**src/rtl/vga_pkg.sv**
```systemverilog
// ============================================================================
// vga_pkg : shared types and default 640x480 timing for the VGA scan-out block
// Revision : 1.0
// ============================================================================
`default_nettype none

package vga_pkg;

    typedef enum logic [1:0] {
        ST_IDLE = 2'd0,
        ST_RUN  = 2'd1,
        ST_DROP = 2'd2
    } state_e;

    localparam int DEF_H_ACTIVE = 640;
    localparam int DEF_H_FP     = 16;
    localparam int DEF_H_SYNC   = 96;
    localparam int DEF_H_BP     = 48;
    localparam int DEF_V_ACTIVE = 480;
    localparam int DEF_V_FP     = 10;
    localparam int DEF_V_SYNC   = 2;
    localparam int DEF_V_BP     = 33;

    function automatic int timing_total(input int active, input int fp,
                                        input int sync, input int bp);
        return active + fp + sync + bp;
    endfunction

    localparam int DEF_H_TOTAL = timing_total(DEF_H_ACTIVE, DEF_H_FP, DEF_H_SYNC, DEF_H_BP);
    localparam int DEF_V_TOTAL = timing_total(DEF_V_ACTIVE, DEF_V_FP, DEF_V_SYNC, DEF_V_BP);

    // Colour-bar palette, left to right
    function automatic logic [23:0] bar_colour(input logic [2:0] idx);
        case (idx)
            3'd0:    return 24'hFFFFFF;
            3'd1:    return 24'hFFFF00;
            3'd2:    return 24'h00FFFF;
            3'd3:    return 24'h00FF00;
            3'd4:    return 24'hFF00FF;
            3'd5:    return 24'hFF0000;
            3'd6:    return 24'h0000FF;
            default: return 24'h000000;
        endcase
    endfunction

endpackage

`default_nettype wire

```
**src/rtl/vga_timing_gen.sv**
```systemverilog
// ============================================================================
// vga_timing_gen : h/v counters, region decode, registered sync/blank/vblank
// Revision : 1.0
// ============================================================================
`default_nettype none

module vga_timing_gen
    import vga_pkg::*;
#(
    parameter int H_ACTIVE = DEF_H_ACTIVE,
    parameter int H_FP     = DEF_H_FP,
    parameter int H_SYNC   = DEF_H_SYNC,
    parameter int H_BP     = DEF_H_BP,
    parameter int V_ACTIVE = DEF_V_ACTIVE,
    parameter int V_FP     = DEF_V_FP,
    parameter int V_SYNC   = DEF_V_SYNC,
    parameter int V_BP     = DEF_V_BP,
    parameter bit HS_POL   = 1'b0,
    parameter bit VS_POL   = 1'b0,
    localparam int H_TOTAL = timing_total(H_ACTIVE, H_FP, H_SYNC, H_BP),
    localparam int V_TOTAL = timing_total(V_ACTIVE, V_FP, V_SYNC, V_BP),
    localparam int HW      = $clog2(H_TOTAL),
    localparam int VW      = $clog2(V_TOTAL)
) (
    input  logic          rd_clk,
    input  logic          reset_rd,
    output logic [HW-1:0] h_cnt,
    output logic [VW-1:0] v_cnt,
    output logic          active,
    output logic          vga_hs,
    output logic          vga_vs,
    output logic          vga_blank_n,
    output logic          vblank_start
);

    localparam logic [HW-1:0] C_H_LAST     = HW'(H_TOTAL - 1);
    localparam logic [HW-1:0] C_H_ACT      = HW'(H_ACTIVE);
    localparam logic [HW-1:0] C_HS_START   = HW'(H_ACTIVE + H_FP);
    localparam logic [HW-1:0] C_HS_END     = HW'(H_ACTIVE + H_FP + H_SYNC);
    localparam logic [VW-1:0] C_V_LAST     = VW'(V_TOTAL - 1);
    localparam logic [VW-1:0] C_V_ACT      = VW'(V_ACTIVE);
    localparam logic [VW-1:0] C_VS_START   = VW'(V_ACTIVE + V_FP);
    localparam logic [VW-1:0] C_VS_END     = VW'(V_ACTIVE + V_FP + V_SYNC);

    logic [HW-1:0] h_q, h_d;
    logic [VW-1:0] v_q, v_d;
    logic          hs_q, vs_q, blank_n_q, vbs_q;
    logic          w_active, w_hs, w_vs, w_vbs;

    always_comb begin
        h_d = h_q + 1'b1;
        v_d = v_q;
        if (h_q == C_H_LAST) begin
            h_d = '0;
            v_d = (v_q == C_V_LAST) ? '0 : v_q + 1'b1;
        end
    end

    assign w_active = (h_q < C_H_ACT) && (v_q < C_V_ACT);
    assign w_hs     = (h_q >= C_HS_START) && (h_q < C_HS_END);
    assign w_vs     = (v_q >= C_VS_START) && (v_q < C_VS_END);
    assign w_vbs    = (h_q == '0) && (v_q == C_V_ACT);

    // Outputs are registered from the current count so they line up with the colour register
    always_ff @(posedge rd_clk or posedge reset_rd) begin
        if (reset_rd) begin
            h_q       <= '0;
            v_q       <= '0;
            hs_q      <= ~HS_POL;
            vs_q      <= ~VS_POL;
            blank_n_q <= 1'b0;
            vbs_q     <= 1'b0;
        end else begin
            h_q       <= h_d;
            v_q       <= v_d;
            hs_q      <= w_hs ? HS_POL : ~HS_POL;
            vs_q      <= w_vs ? VS_POL : ~VS_POL;
            blank_n_q <= w_active;
            vbs_q     <= w_vbs;
        end
    end

    assign h_cnt        = h_q;
    assign v_cnt        = v_q;
    assign active       = w_active;
    assign vga_hs       = hs_q;
    assign vga_vs       = vs_q;
    assign vga_blank_n  = blank_n_q;
    assign vblank_start = vbs_q;

endmodule

`default_nettype wire

```
**src/rtl/vga_scan_out.sv**
```systemverilog
// ============================================================================
// vga_scan_out : streams pixels from a show-ahead FIFO onto VGA with underflow
//                recovery. Optional colour bars via VGA_TEST_PATTERN_EN.
// Revision : 1.0
// ============================================================================
`default_nettype none

module vga_scan_out
    import vga_pkg::*;
#(
    parameter int DATA_W   = 24,
    parameter int H_ACTIVE = DEF_H_ACTIVE,
    parameter int H_FP     = DEF_H_FP,
    parameter int H_SYNC   = DEF_H_SYNC,
    parameter int H_BP     = DEF_H_BP,
    parameter int V_ACTIVE = DEF_V_ACTIVE,
    parameter int V_FP     = DEF_V_FP,
    parameter int V_SYNC   = DEF_V_SYNC,
    parameter int V_BP     = DEF_V_BP,
    parameter bit HS_POL   = 1'b0,
    parameter bit VS_POL   = 1'b0
) (
    input  logic              rd_clk,
    input  logic              reset_rd,
`ifdef VGA_TEST_PATTERN_EN
    input  logic              test_mode,
`endif
    input  logic              fifo_empty,
    input  logic [DATA_W-1:0] fifo_data,
    output logic              fifo_rd,
    input  logic              clr_underflow,
    output logic [7:0]        vga_r,
    output logic [7:0]        vga_g,
    output logic [7:0]        vga_b,
    output logic              vga_hs,
    output logic              vga_vs,
    output logic              vga_blank_n,
    output logic              vblank_start,
    output logic              underflow
);

    localparam int H_TOTAL = timing_total(H_ACTIVE, H_FP, H_SYNC, H_BP);
    localparam int V_TOTAL = timing_total(V_ACTIVE, V_FP, V_SYNC, V_BP);
    localparam int HW      = $clog2(H_TOTAL);
    localparam int VW      = $clog2(V_TOTAL);
    localparam int PW      = $clog2(H_ACTIVE * V_ACTIVE + 1);
    localparam logic [PW-1:0] C_PIX_TOTAL = PW'(H_ACTIVE * V_ACTIVE);

    logic [HW-1:0]     w_h;
    logic [VW-1:0]     w_v;
    logic              w_active;
    logic              w_frame_start;
    logic [PW-1:0]     w_pix_base, w_pix_dec;
    logic              w_rd, w_uf_set;

    state_e            state_q, state_d;
    logic [PW-1:0]     pix_left_q, pix_left_d;
    logic [DATA_W-1:0] colour_q, colour_d;
    logic              underflow_q;

    vga_timing_gen #(
        .H_ACTIVE (H_ACTIVE),
        .H_FP     (H_FP),
        .H_SYNC   (H_SYNC),
        .H_BP     (H_BP),
        .V_ACTIVE (V_ACTIVE),
        .V_FP     (V_FP),
        .V_SYNC   (V_SYNC),
        .V_BP     (V_BP),
        .HS_POL   (HS_POL),
        .VS_POL   (VS_POL)
    ) u_timing (
        .rd_clk       (rd_clk),
        .reset_rd     (reset_rd),
        .h_cnt        (w_h),
        .v_cnt        (w_v),
        .active       (w_active),
        .vga_hs       (vga_hs),
        .vga_vs       (vga_vs),
        .vga_blank_n  (vga_blank_n),
        .vblank_start (vblank_start)
    );

    assign w_frame_start = (w_h == '0) && (w_v == '0);
    // IDLE joins RUN on the frame's first pixel, so that pixel is popped in the same cycle
    assign w_pix_base    = (state_q == ST_IDLE) ? C_PIX_TOTAL : pix_left_q;
    assign w_pix_dec     = w_pix_base - 1'b1;

`ifdef VGA_TEST_PATTERN_EN
    localparam int BAR_W = (H_ACTIVE / 8 > 0) ? H_ACTIVE / 8 : 1;
    logic [2:0] w_bar_idx;
    assign w_bar_idx = 3'(32'(w_h) / BAR_W);
`endif

    always_comb begin
        state_d    = state_q;
        pix_left_d = pix_left_q;
        colour_d   = '0;
        w_rd       = 1'b0;
        w_uf_set   = 1'b0;
        case (state_q)
            ST_IDLE, ST_RUN: begin
                if ((state_q == ST_RUN) || (w_frame_start && !fifo_empty)) begin
                    state_d    = ST_RUN;
                    pix_left_d = w_pix_base;
                    if (w_active) begin
                        if (!fifo_empty) begin
                            w_rd       = 1'b1;
                            colour_d   = fifo_data;
                            pix_left_d = w_pix_dec;
                            if (w_pix_dec == '0) begin
                                state_d = ST_IDLE;
                            end
                        end else begin
                            w_uf_set = 1'b1;
                            state_d  = ST_DROP;
                        end
                    end
                end
            end
            ST_DROP: begin
                // Drain the rest of the abandoned frame regardless of raster position
                w_rd = !fifo_empty && (pix_left_q != '0);
                if (w_rd) begin
                    pix_left_d = pix_left_q - 1'b1;
                end
                if (pix_left_d == '0) begin
                    state_d = ST_IDLE;
                end
            end
            default: state_d = ST_IDLE;
        endcase
`ifdef VGA_TEST_PATTERN_EN
        if (test_mode) begin
            state_d  = ST_IDLE;
            w_rd     = 1'b0;
            w_uf_set = 1'b0;
            colour_d = w_active ? DATA_W'(bar_colour(w_bar_idx)) : '0;
        end
`endif
    end

    always_ff @(posedge rd_clk or posedge reset_rd) begin
        if (reset_rd) begin
            state_q     <= ST_IDLE;
            pix_left_q  <= '0;
            colour_q    <= '0;
            underflow_q <= 1'b0;
        end else begin
            state_q     <= state_d;
            pix_left_q  <= pix_left_d;
            colour_q    <= colour_d;
            underflow_q <= w_uf_set | (underflow_q & ~clr_underflow);
        end
    end

    assign fifo_rd   = w_rd & ~reset_rd;
    assign vga_r     = colour_q[23:16];
    assign vga_g     = colour_q[15:8];
    assign vga_b     = colour_q[7:0];
    assign underflow = underflow_q;

endmodule

`default_nettype wire

```
**config.mk**
```make
export PLATFORM = sky130hd
export DESIGN_NAME = vga_scan_out
export DESIGN_NICKNAME = d
export VERILOG_FILES = /design/src/rtl/vga_pkg.sv /design/src/rtl/vga_timing_gen.sv /design/src/rtl/vga_scan_out.sv
export SDC_FILE = /design/constraint.sdc
export NUM_CORES = 1
export LEC_CHECK = 0
export ABC_AREA = 1
export BUFFER_PORTS_ARGS = -buffer_cell sky130_fd_sc_hd__buf_2
export CORE_MARGIN = 10
export CORE_UTILIZATION = 59
export CTS_CLUSTER_SIZE = 14
export DETAILED_ROUTE_END_ITERATION = 8
export HOLD_SLACK_MARGIN = 0.03
export PLACE_DENSITY = 0.81
export SYNTH_ARGS = -nofsm -noshare
export SYNTH_HDL_FRONTEND = slang
export SYNTH_SLANG_ARGS = --single-unit
```
**constraint.sdc**
```tcl
create_clock -name rd_clk -period 2.9 [get_ports rd_clk]
set_input_delay 0.435 -clock rd_clk [delete_from_list [all_inputs] [get_ports rd_clk]]
set_output_delay 0.435 -clock rd_clk [all_outputs]
set_load 0.005 [all_outputs]
```
Yosys cells after proc, flatten, opt, wreduce, memory -nomap -nowiden

Index checks and enable logic that the tools add are counted.

Add/subtract/negate cells: 4
Order comparisons: 6
Equality and inequality tests: 7
Multiplexer cells: 29
Bitwise logic cells: 5
Reductions and logical operators: 19

Operators by type and width:

| operator              | number |
|---|---|
| $mux 19               | 6 |
| $mux 24               | 4 |
| $logic_not 19->1      | 2 |
| $pmux 19 s2           | 1 |
| $sub 19x1->19 const B | 2 |
| $add 10x1->10 const B | 2 |
| $eq 10x10->1 const B  | 2 |
| $logic_not 10->1      | 2 |
| $lt 10x10->1 const B  | 2 |
| $lt 10x9->1 const B   | 2 |
| $mux 10               | 2 |
| $reduce_bool 19->1    | 1 |
| $eq 10x9->1 const B   | 1 |
| $ge 10x10->1 const B  | 1 |
| $ge 10x9->1 const B   | 1 |
| $mux 1                | 10 |
| $mux 2                | 4 |
| $logic_and 1x1->1     | 7 |
| $ne 2x2->1 const B    | 2 |
| $pmux 2 s2            | 1 |
| $reduce_and 2->1      | 2 |
| $and 1x1->1           | 2 |
| $eq 2x1->1 const B    | 1 |
| $eq 2x2->1 const B    | 1 |
| other kinds (8)       | 9 |

Register bits: 70
Output and inout bits: 30
Logic and storage cells: 80

Logic depth before layout (Yosys ltp)

Gate-level depths: netlist of the first run.

Word-level depth: 9
Mapped depth: 16

By module

From an unflattened synthesis of the first run, not the netlist that was laid out.

Cell total of the unflattened synthesis: 700
Area, all modules: 4690.7 um^2

Modules (own cells, without submodules):

| module         | times used | cells each | area an instance (um^2) | sequential area each (um^2) |
|---|---|---|---|---|
| vga_scan_out   | 1          | 533        | 3359.5                  | 1151.1 |
| vga_timing_gen | 1          | 167        | 1331.3                  | 603.1 |

Worst setup path after synthesis of the first run

Ideal clock, no wire load.

Path kind: flip-flop to flip-flop
Start: register state_q[0]
End: register state_q[0]
Library setup time: 0.113 ns
Arrival: 2.151 ns
Data required time: 2.787 ns
Path slack: 0.636 ns
Cell stages (with the launch flop): 16
Cell sequence: dfrtp_1 > nor2_1 > buf_2 > nor2_1 > inv_1 > ha_1 > nand2_1 > nor2_1 > nand2_1 > nor2_1 > xor2_1 > nand3_1 > nor2_1 > nand3_1 > nand2_1 > inv_1

Longest elaborated chain between the ends: 9
Elaborated cells between the ends (all ways): 16

Ends and longest elaborated chain:

| element                | RTL line                                | text |
|---|---|---|
| from (decl)            | vga_scan_out.sv:56                      | `state_e state_q, state_d;` |
| from (signal assigned) | vga_scan_out.sv:150                     | `state_q <= state_d;` |
| $logic_not 2->1        | vga_scan_out.sv:86, vga_scan_out.sv:101 |  |
| $mux 19                | vga_scan_out.sv:86                      | `assign w_pix_base = (state_q == ST_IDLE) ? C_PIX_TOTAL : pix_left_q;` |
| $sub 19x1->19          | vga_scan_out.sv:87                      | `assign w_pix_dec = w_pix_base - 1'b1;` |
| $logic_not 19->1       | vga_scan_out.sv:111                     | `if (w_pix_dec == '0) begin` |
| $mux 1                 | vga_scan_out.sv:111                     |  |
| $mux 2                 | vga_scan_out.sv:107                     | `if (!fifo_empty) begin` |
| $mux 2                 | vga_scan_out.sv:106                     | `if (w_active) begin` |
| $mux 2                 | vga_scan_out.sv:103                     | `if ((state_q == ST_RUN) \|\| (w_frame_start && !fifo_empty)) begin` |
| $pmux 2 s2             | vga_scan_out.sv:101                     | `case (state_q)` |

Several ways; a longest one is shown, not always the timed one. The select of a mux whose other input is x is not followed.
A chain may end at the register's enable or synchronous reset.

Worst setup path after layout of the first run

Start: register pix_left_q[0]
End: output port fifo_rd

Longest elaborated chain between the ends: 4

Ends and longest elaborated chain:

| element                | RTL line            | text |
|---|---|---|
| from (decl)            | vga_scan_out.sv:57  | `logic [PW-1:0] pix_left_q, pix_left_d;` |
| from (signal assigned) | vga_scan_out.sv:151 | `pix_left_q <= pix_left_d;` |
| $reduce_bool 19->1     | vga_scan_out.sv:123 | `w_rd = !fifo_empty && (pix_left_q != '0);` |
| $logic_and 1x1->1      | vga_scan_out.sv:123 |  |
| $pmux 1 s2             | vga_scan_out.sv:101 |  |
| $and 1x1->1            | vga_scan_out.sv:157 | `assign fifo_rd = w_rd & ~reset_rd;` |
| to (decl)              | vga_scan_out.sv:30  | `output logic fifo_rd,` |

No other way between the ends.

==> results of run 1 <==
timing repair:
| item | CTS | global route |
|---|---|---|
| setup endpoints to repair | 0 | 1 |
| hold buffers | 0 | 0 |
| resized for setup | 0 | 2 |
kinds of logic after synthesis:
| logic type | Yosys count |
|---|---|
| AND/OR/NAND/NOR | 379 |
| buffers and inverters | 116 |
| AO/OA/AOI/OAI | 81 |
| flip-flops | 70 |
| XOR/XNOR | 20 |
| adder cells (fa/ha/maj) | 7 |
cell usage in the layout, fill, tap and decap left out, types with 3 or more instances in the layout:
master and n:
nand4_1 11, nand3b_1 6, a21oi_1 24, o21ai_0 32
a31oi_1 10, nand2_2 4, clkbuf_8 10, o22ai_1 6
buf_2 57, inv_1 95, o211ai_1 6, nor2_2 7
ha_1 6, xor2_1 13, buf_4 13, nand3_1 43
nor3_1 11, nor2_4 3, nor2_1 115, nand2_1 171
dfrtp_1 68, xnor2_1 7
through the flow:
stage | hold slack [ns] | instance area (um2)
4_1_cts | 0.219 | 5230
6_report | 0.202 | 5240
5_1_grt | 0.241 | 5240
3_5_place_dp | 0.465 | 5030
3_3_place_gp | 0.448 | 5030
2_1_floorplan | 0.432 | 4590
final cells by class:
class | count | area, um2 | share of cell area, %
Clock buffer | 10 | 138 | 2.62
Clock inverter | 6 | 68.8 | 1.31
Inverter | 98 | 368 | 7.02
Multi-Input combinational cell | 487 | 2380 | 45.5
Sequential cell | 70 | 1750 | 33.5
Tap cell | 102 | 128 | 2.43
Timing Repair Buffer | 71 | 403 | 7.68
registers in the layout (all words and copies together) (netlist names):
signal	count
colour_q	24
pix_left_q	19
state_q	2
u_timing.h_cnt	10
u_timing.v_cnt	10
u_timing.vblank_start	1
u_timing.vga_blank_n	1
u_timing.vga_hs	1
u_timing.vga_vs	1
underflow	1
where the power goes:
group / total, uW / leakage [uW] / internal [uW] / switching (uW)
Clock: 833 / 0.000103 / 427 / 406
Combinational: 1340 / 0.00181 / 469 / 871
Sequential: 1340 / 0.000902 / 1100 / 237
layer usage:
metal | wire (um) | vias up
met5 | 0 | -
met4 | 325 | 0
met3 | 1050 | 31
met2 | 6260 | 212
met1 | 5190 | 2099
li1 | - | 2257
final timing paths:
| path | from | endpoint | slack (ns) | depth (start not counted) |
|---|---|---|---|---|
| worst max-delay path | pix_left_q[0]$_DFFE_PP0P_ | fifo_rd | 0.20 | 10 |
| min in group rd_clk | clr_underflow | underflow$_DFF_PP0_ | 0.26 | 2 |
| worst min register to register | u_timing.h_cnt[0]$_DFF_PP0_ | u_timing.h_cnt[0]$_DFF_PP0_ | 0.47 | 1 |
| worst max register to register | u_timing.v_cnt[0]$_DFFE_PP0N_ | pix_left_q[15]$_DFFE_PP0P_ | 0.29 | 11 |
| worst min-delay path | reset_rd | colour_q[12]$_DFF_PP0_ | 0.20 | 2 |
| max in group asynchronous | reset_rd | u_timing.vga_hs$_DFF_PP1_ | 2.00 | 3 |
worst register-to-register path, cell delays in order, from the launching register on:
cell     delay, ns
dfrtp_1       0.40
inv_1         0.10
ha_1          0.19
nand2_1       0.06
nor2_1        0.15
nand4_1       0.12
nand2_1       0.13
nand2_1       0.20
nand2_1       0.60
inv_1         0.27
a21oi_1       0.21
a21oi_1       0.08
==> results.json, run 1 <==
{
  "die_area_um2": 11700,
  "synth_top_family_by_area": "simple AND/OR/NAND/NOR gates",
  "synth_compound_area_share_pct": 9.74,
  "via_per_inst": 5.45,
  "avgSynthCellArea_um2": 6.82,
  "grt_max_degree": 38,
  "grt_pass1_wl_um": 21300,
  "die_y_um": 108,
  "instances_no_fill": 844,
  "cts_tree": "yes",
  "crit_buf_inv": 3,
  "finalNetCount": 772,
  "worst_pin_slew_ns": 0.719,
  "root_buffer": "clkbuf_8",
  "clock_skew_ns": 0.0161,
  "finish.utilization_pct": 68.6,
  "yosys.cell_types.count": 35,
  "start_util_pct": 60.0,
  "gp_congestion": 1.06,
  "required_ns": 2.47,
  "syn_area_um2": 4590,
  "grt_antenna_before_repair": 0,
  "final.period_utilization_pct": 93.2,
  "synthMuxAreaShare_pct": 0,
  "cp.arrival_ns": 2.27,
  "ir_worst_vdd_uv": 302,
  "post-route-min-period_ns": 2.70,
  "final.setup.tns_ns": 0,
  "criticalPathCategory": "flip-flop to primary output",
  "drc_errors": 0,
  "cp_top_family": "simple AND/OR/NAND/NOR gates",
  "setup_viol": 0,
  "clock-sinks": 70,
  "cpPeakStageDelay_ns": 0.41,
  "drt-total-wl_um": 12800,
  "grt_overflow": 0,
  "diodes": 0,
  "synthCells": 673,
  "numCtsBuffers": 9,
  "placed_cells": 828,
  "yosysWarnings": 0,
  "busiest_layer": "met2",
  "htreeDepth": 3,
  "p_per_area_nw_per_um2": 670,
  "ant_nets": 0,
  "num_vias": 4599,
  "synth-seq-cells": 70,
  "synth-main-ff-cell": "dfrtp_1",
  "synth_top_area_share_pct": 37.1,
  "coreArea_um2": 7650,
  "drt_first_iter_violations": 275,
  "cp-end-kind": "primary output",
  "grtUsageMet2_pct": 37.8,
  "ys_seq_area_share_pct": 38.2,
  "yosys.area_share.simple_pct": 36.3,
  "synth_fa_ha_area_share_pct": 1.91,
  "crit_fanout": 18,
  "grt_pass1_vias": 4485,
  "rsz0062_at_grt": "no",
  "drv_slew": 0,
  "ys_async_sr_fraction_pct": 100,
  "io-pin-count": 58,
  "slowest_stage": "dfrtp_1",
  "synthXorXnorAreaFrac_pct": 3.82,
  "n_fill_cell": 661,
  "final_hold_viol_count": 0,
  "use_met1_pct": 26.7,
  "cts_buffer_depth": 2,
  "max_freq_ghz": 0.370,
  "cts_setup_buffers": 0,
  "place_hpwl_um": 9420,
  "yosysMostFrequentCell": "nand2_1",
  "firstDrtPassIters": 5,
  "cp_cell_sequence": "inv_1 -> ha_2 -> nand2_4 -> nor2_8 -> nand3_4 -> nand2_8 -> inv_2 -> nand2_1 -> a21oi_1 -> buf_2",
  "clk_latency_ns": 0.35,
  "pre_cts_ws_ns": 0.289,
  "layout-area-overhead-vs-synth_pct": 14.3,
  "drv_cap": 0,
  "die_w_um": 108,
  "synth-edff-count": 0,
  "wl_per_cell_um": 15.2,
  "finalPower_uw": 3510,
  "grt_util_all_layers_pct": 22.3,
  "drive_gt1_share_pct": 15.1,
  "met3_usage_pct": 5.18,
  "synth_top_cells_by_count": "171 x nand2_1, 115 x nor2_1, 96 x inv_1, 68 x dfrtp_1, 43 x nand3_1",
  "std_cell_rows": 32,
  "clk_pin_slew_ns": 0.08,
  "synth_fp_nets": 708,
  "status": "finished clean",
  "yosysTopAreaCell": "dfrtp_1",
  "hold_class": "input port to async pin",
  "relSlewSlack_pct": 52.0,
  "fin_ws_ns": 0.196,
  "yosys-top-cells-area": "dfrtp_1 37%, nand2_1 14%, nor2_1 9.4%",
  "start_kind": "flip-flop",
  "port_buffers": 57,
  "power.leakage_uw": 0.00281
}
Power figures use the tool's default switching activity.
==> run 2, diff against run 1 <==
--- a/config.mk
+++ b/config.mk
@@ -8,11 +8,11 @@
 export ABC_AREA = 1
 export BUFFER_PORTS_ARGS = -buffer_cell sky130_fd_sc_hd__buf_2
 export CORE_MARGIN = 10
-export CORE_UTILIZATION = 59
+export CORE_UTILIZATION = 60
 export CTS_CLUSTER_SIZE = 14
 export DETAILED_ROUTE_END_ITERATION = 8
 export HOLD_SLACK_MARGIN = 0.03
-export PLACE_DENSITY = 0.81
+export PLACE_DENSITY = 0.82
 export SYNTH_ARGS = -nofsm -noshare
 export SYNTH_HDL_FRONTEND = slang
 export SYNTH_SLANG_ARGS = --single-unit
==> constraint.sdc (replaced) <==
create_clock -name rd_clk -period 3.3 [get_ports rd_clk]
set_input_delay 0.495 -clock rd_clk [delete_from_list [all_inputs] [get_ports rd_clk]]
set_output_delay 0.495 -clock rd_clk [all_outputs]
set_load 0.005 [all_outputs]
==> results.json, run 2 (synthesis gave the netlist of run 1 again) <==
{
  "status": "finished clean",
  "post_dp_cell_area_um2": 4980,
  "drive_gt1_share_pct": 14.1,
  "max_freq_ghz": 0.330,
  "criticalPathCategory": "flip-flop to primary output",
  "ctsResizeCount": 0,
  "finish.utilization_pct": 71.1,
  "final_area_um2": 5210,
  "finalNetCount": 766,
  "cp-end-kind": "primary output",
  "largest_reg_flops": 24,
  "numCtsBuffers": 9,
  "finalPower_uw": 3130,
  "drt-total-wl_um": 12400,
  "cts_setup_buffers": 0,
  "use_met1_pct": 29.3,
  "final.setup.tns_ns": 0,
  "num_vias": 4549,
  "layout-area-overhead-vs-synth_pct": 13.6,
  "coreArea_um2": 7330,
  "busiest_layer": "met2",
  "wl_per_cell_um": 14.8,
  "port_buffers": 57,
  "final.period_utilization_pct": 91.9,
  "ir_worst_vdd_uv": 324,
  "cts_hold_buf": 0,
  "std_cell_rows": 31,
  "reg2reg_slack_ns": 0.52,
  "gp_congestion": 0.975,
  "relSlewSlack_pct": 56.6,
  "via_per_inst": 5.45,
  "die_area_um2": 11500,
  "clk_pin_slew_ns": 0.09,
  "seq_area_um2": 1750,
  "grt_overflow": 0,
  "n_fill_cell": 606,
  "die_y_um": 107,
  "ant_nets": 0,
  "firstDrtPassIters": 5,
  "clk_latency_ns": 0.35,
  "final_hold_viol_count": 0,
  "start_kind": "flip-flop",
  "final_common_cell": "nand2_1",
  "drt_first_iter_violations": 349,
  "met3_usage_pct": 9.22,
  "grtUsageMet2_pct": 32.3,
  "top_regs": "colour_q (24), pix_left_q (19)",
  "crit_fanout": 18,
  "grt_util_all_layers_pct": 22.2,
  "hold_class": "input port to async pin",
  "grt_pass1_wl_um": 20800,
  "drc_errors": 0,
  "startpoint": "pix_left_q[0]$_DFFE_PP0P_",
  "worst_pin_slew_ns": 0.650,
  "setup_viol": 0,
  "cts_buffer_depth": 2,
  "cp.arrival_ns": 2.54,
  "clock-sinks": 70,
  "io-pin-count": 58,
  "placed_cells": 819,
  "worstReg2RegStart": "pix_left_q[0]$_DFFE_PP0P_",
  "htreeDepth": 3,
  "diodes": 0,
  "place_hpwl_um": 9210,
  "required_ns": 2.80,
  "instances_no_fill": 835,
  "clock_skew_ns": 0.0160,
  "grt_max_degree": 42,
  "grt_antenna_before_repair": 1,
  "power.leakage_uw": 0.00280,
  "start_util_pct": 62.6,
  "drv_slew": 0,
  "multi_input_area_um2": 2370,
  "root_buffer": "clkbuf_8",
  "most-common-layout-cells": "171 x nand2_1, 115 x nor2_1, 95 x inv_1",
  "rsz0062_at_grt": "no",
  "post-route-min-period_ns": 3.03,
  "grt_pass1_vias": 4318,
  "drv_cap": 0,
  "largest-register": "colour_q",
  "p_per_area_nw_per_um2": 601,
  "cts_tree": "yes",
  "die_w_um": 107
}
[run 2: cell types whose count changed in the layout (fill, tap and decap cells not counted)]
cell        previous run  this run
buf_4                 13         7
bufinv_16              1         2
clkbuf_1               0         1
clkbuf_8              10        11
clkinv_2               1         0
clkinvlp_4             1         0
ha_1                   6         7
ha_2                   1         0
inv_6                  2         1
nand2_4                1         2
nand2_8                1         0
[run 2: final timing paths]
check                                              endpoint  cells past startpoint
worst max-delay path                                fifo_rd                     10
worst min-delay path             pix_left_q[18]$_DFFE_PP0P_                      2
worst max register to register       state_q[1]$_DFFE_PP0P_                     15
worst min register to register  u_timing.h_cnt[0]$_DFF_PP0_                      1
max in group asynchronous             colour_q[5]$_DFF_PP0_                      3
min in group rd_clk                     underflow$_DFF_PP0_                      2
[run 2: power by group]
part | total, uW | internal [uW] | switching (uW)
logic | 1140 | 387 | 755
clock network | 822 | 472 | 350
registers | 1170 | 967 | 198
[run 2: through the flow]
| stage | setup slack, ns | hold slack [ns] |
|---|---|---|
| finish | 0.267 | 0.226 |
| global route | 0.134 | 0.273 |
| CTS | 0.289 | 0.252 |
| detailed placement | 0.598 | 0.470 |
| global placement | 0.642 | 0.446 |
| floorplan | 1.04 | 0.432 |
[run 2: area by class of cell]
cell class	instances	share of cell area, %
multi-input combinational	487	45.6
timing repair buffer	65	6.87
inverter	98	7.06
sequential	70	33.7
tap	99	2.38
clock buffer	12	2.98
clock inverter	4	1.49
[run 2: worst max-delay path: stages, from the launching register on]
cell and delay, ns:
dfrtp_1 0.41, inv_1 0.19, ha_1 0.38, nand2_4 0.15
nor2_8 0.16, nand3_4 0.16, nand2_4 0.26, inv_2 0.17
nand2_1 0.10, a21oi_1 0.07, buf_2 0.14
[run 2: per-layer routing]
metal	share of wire (%)	vias to the layer above	wire length, um
met5	0.12	-	15
met4	2.2	2	278
li1	-	2234	-
met2	42	209	5260
met3	11	25	1420
met1	44	2079	5410
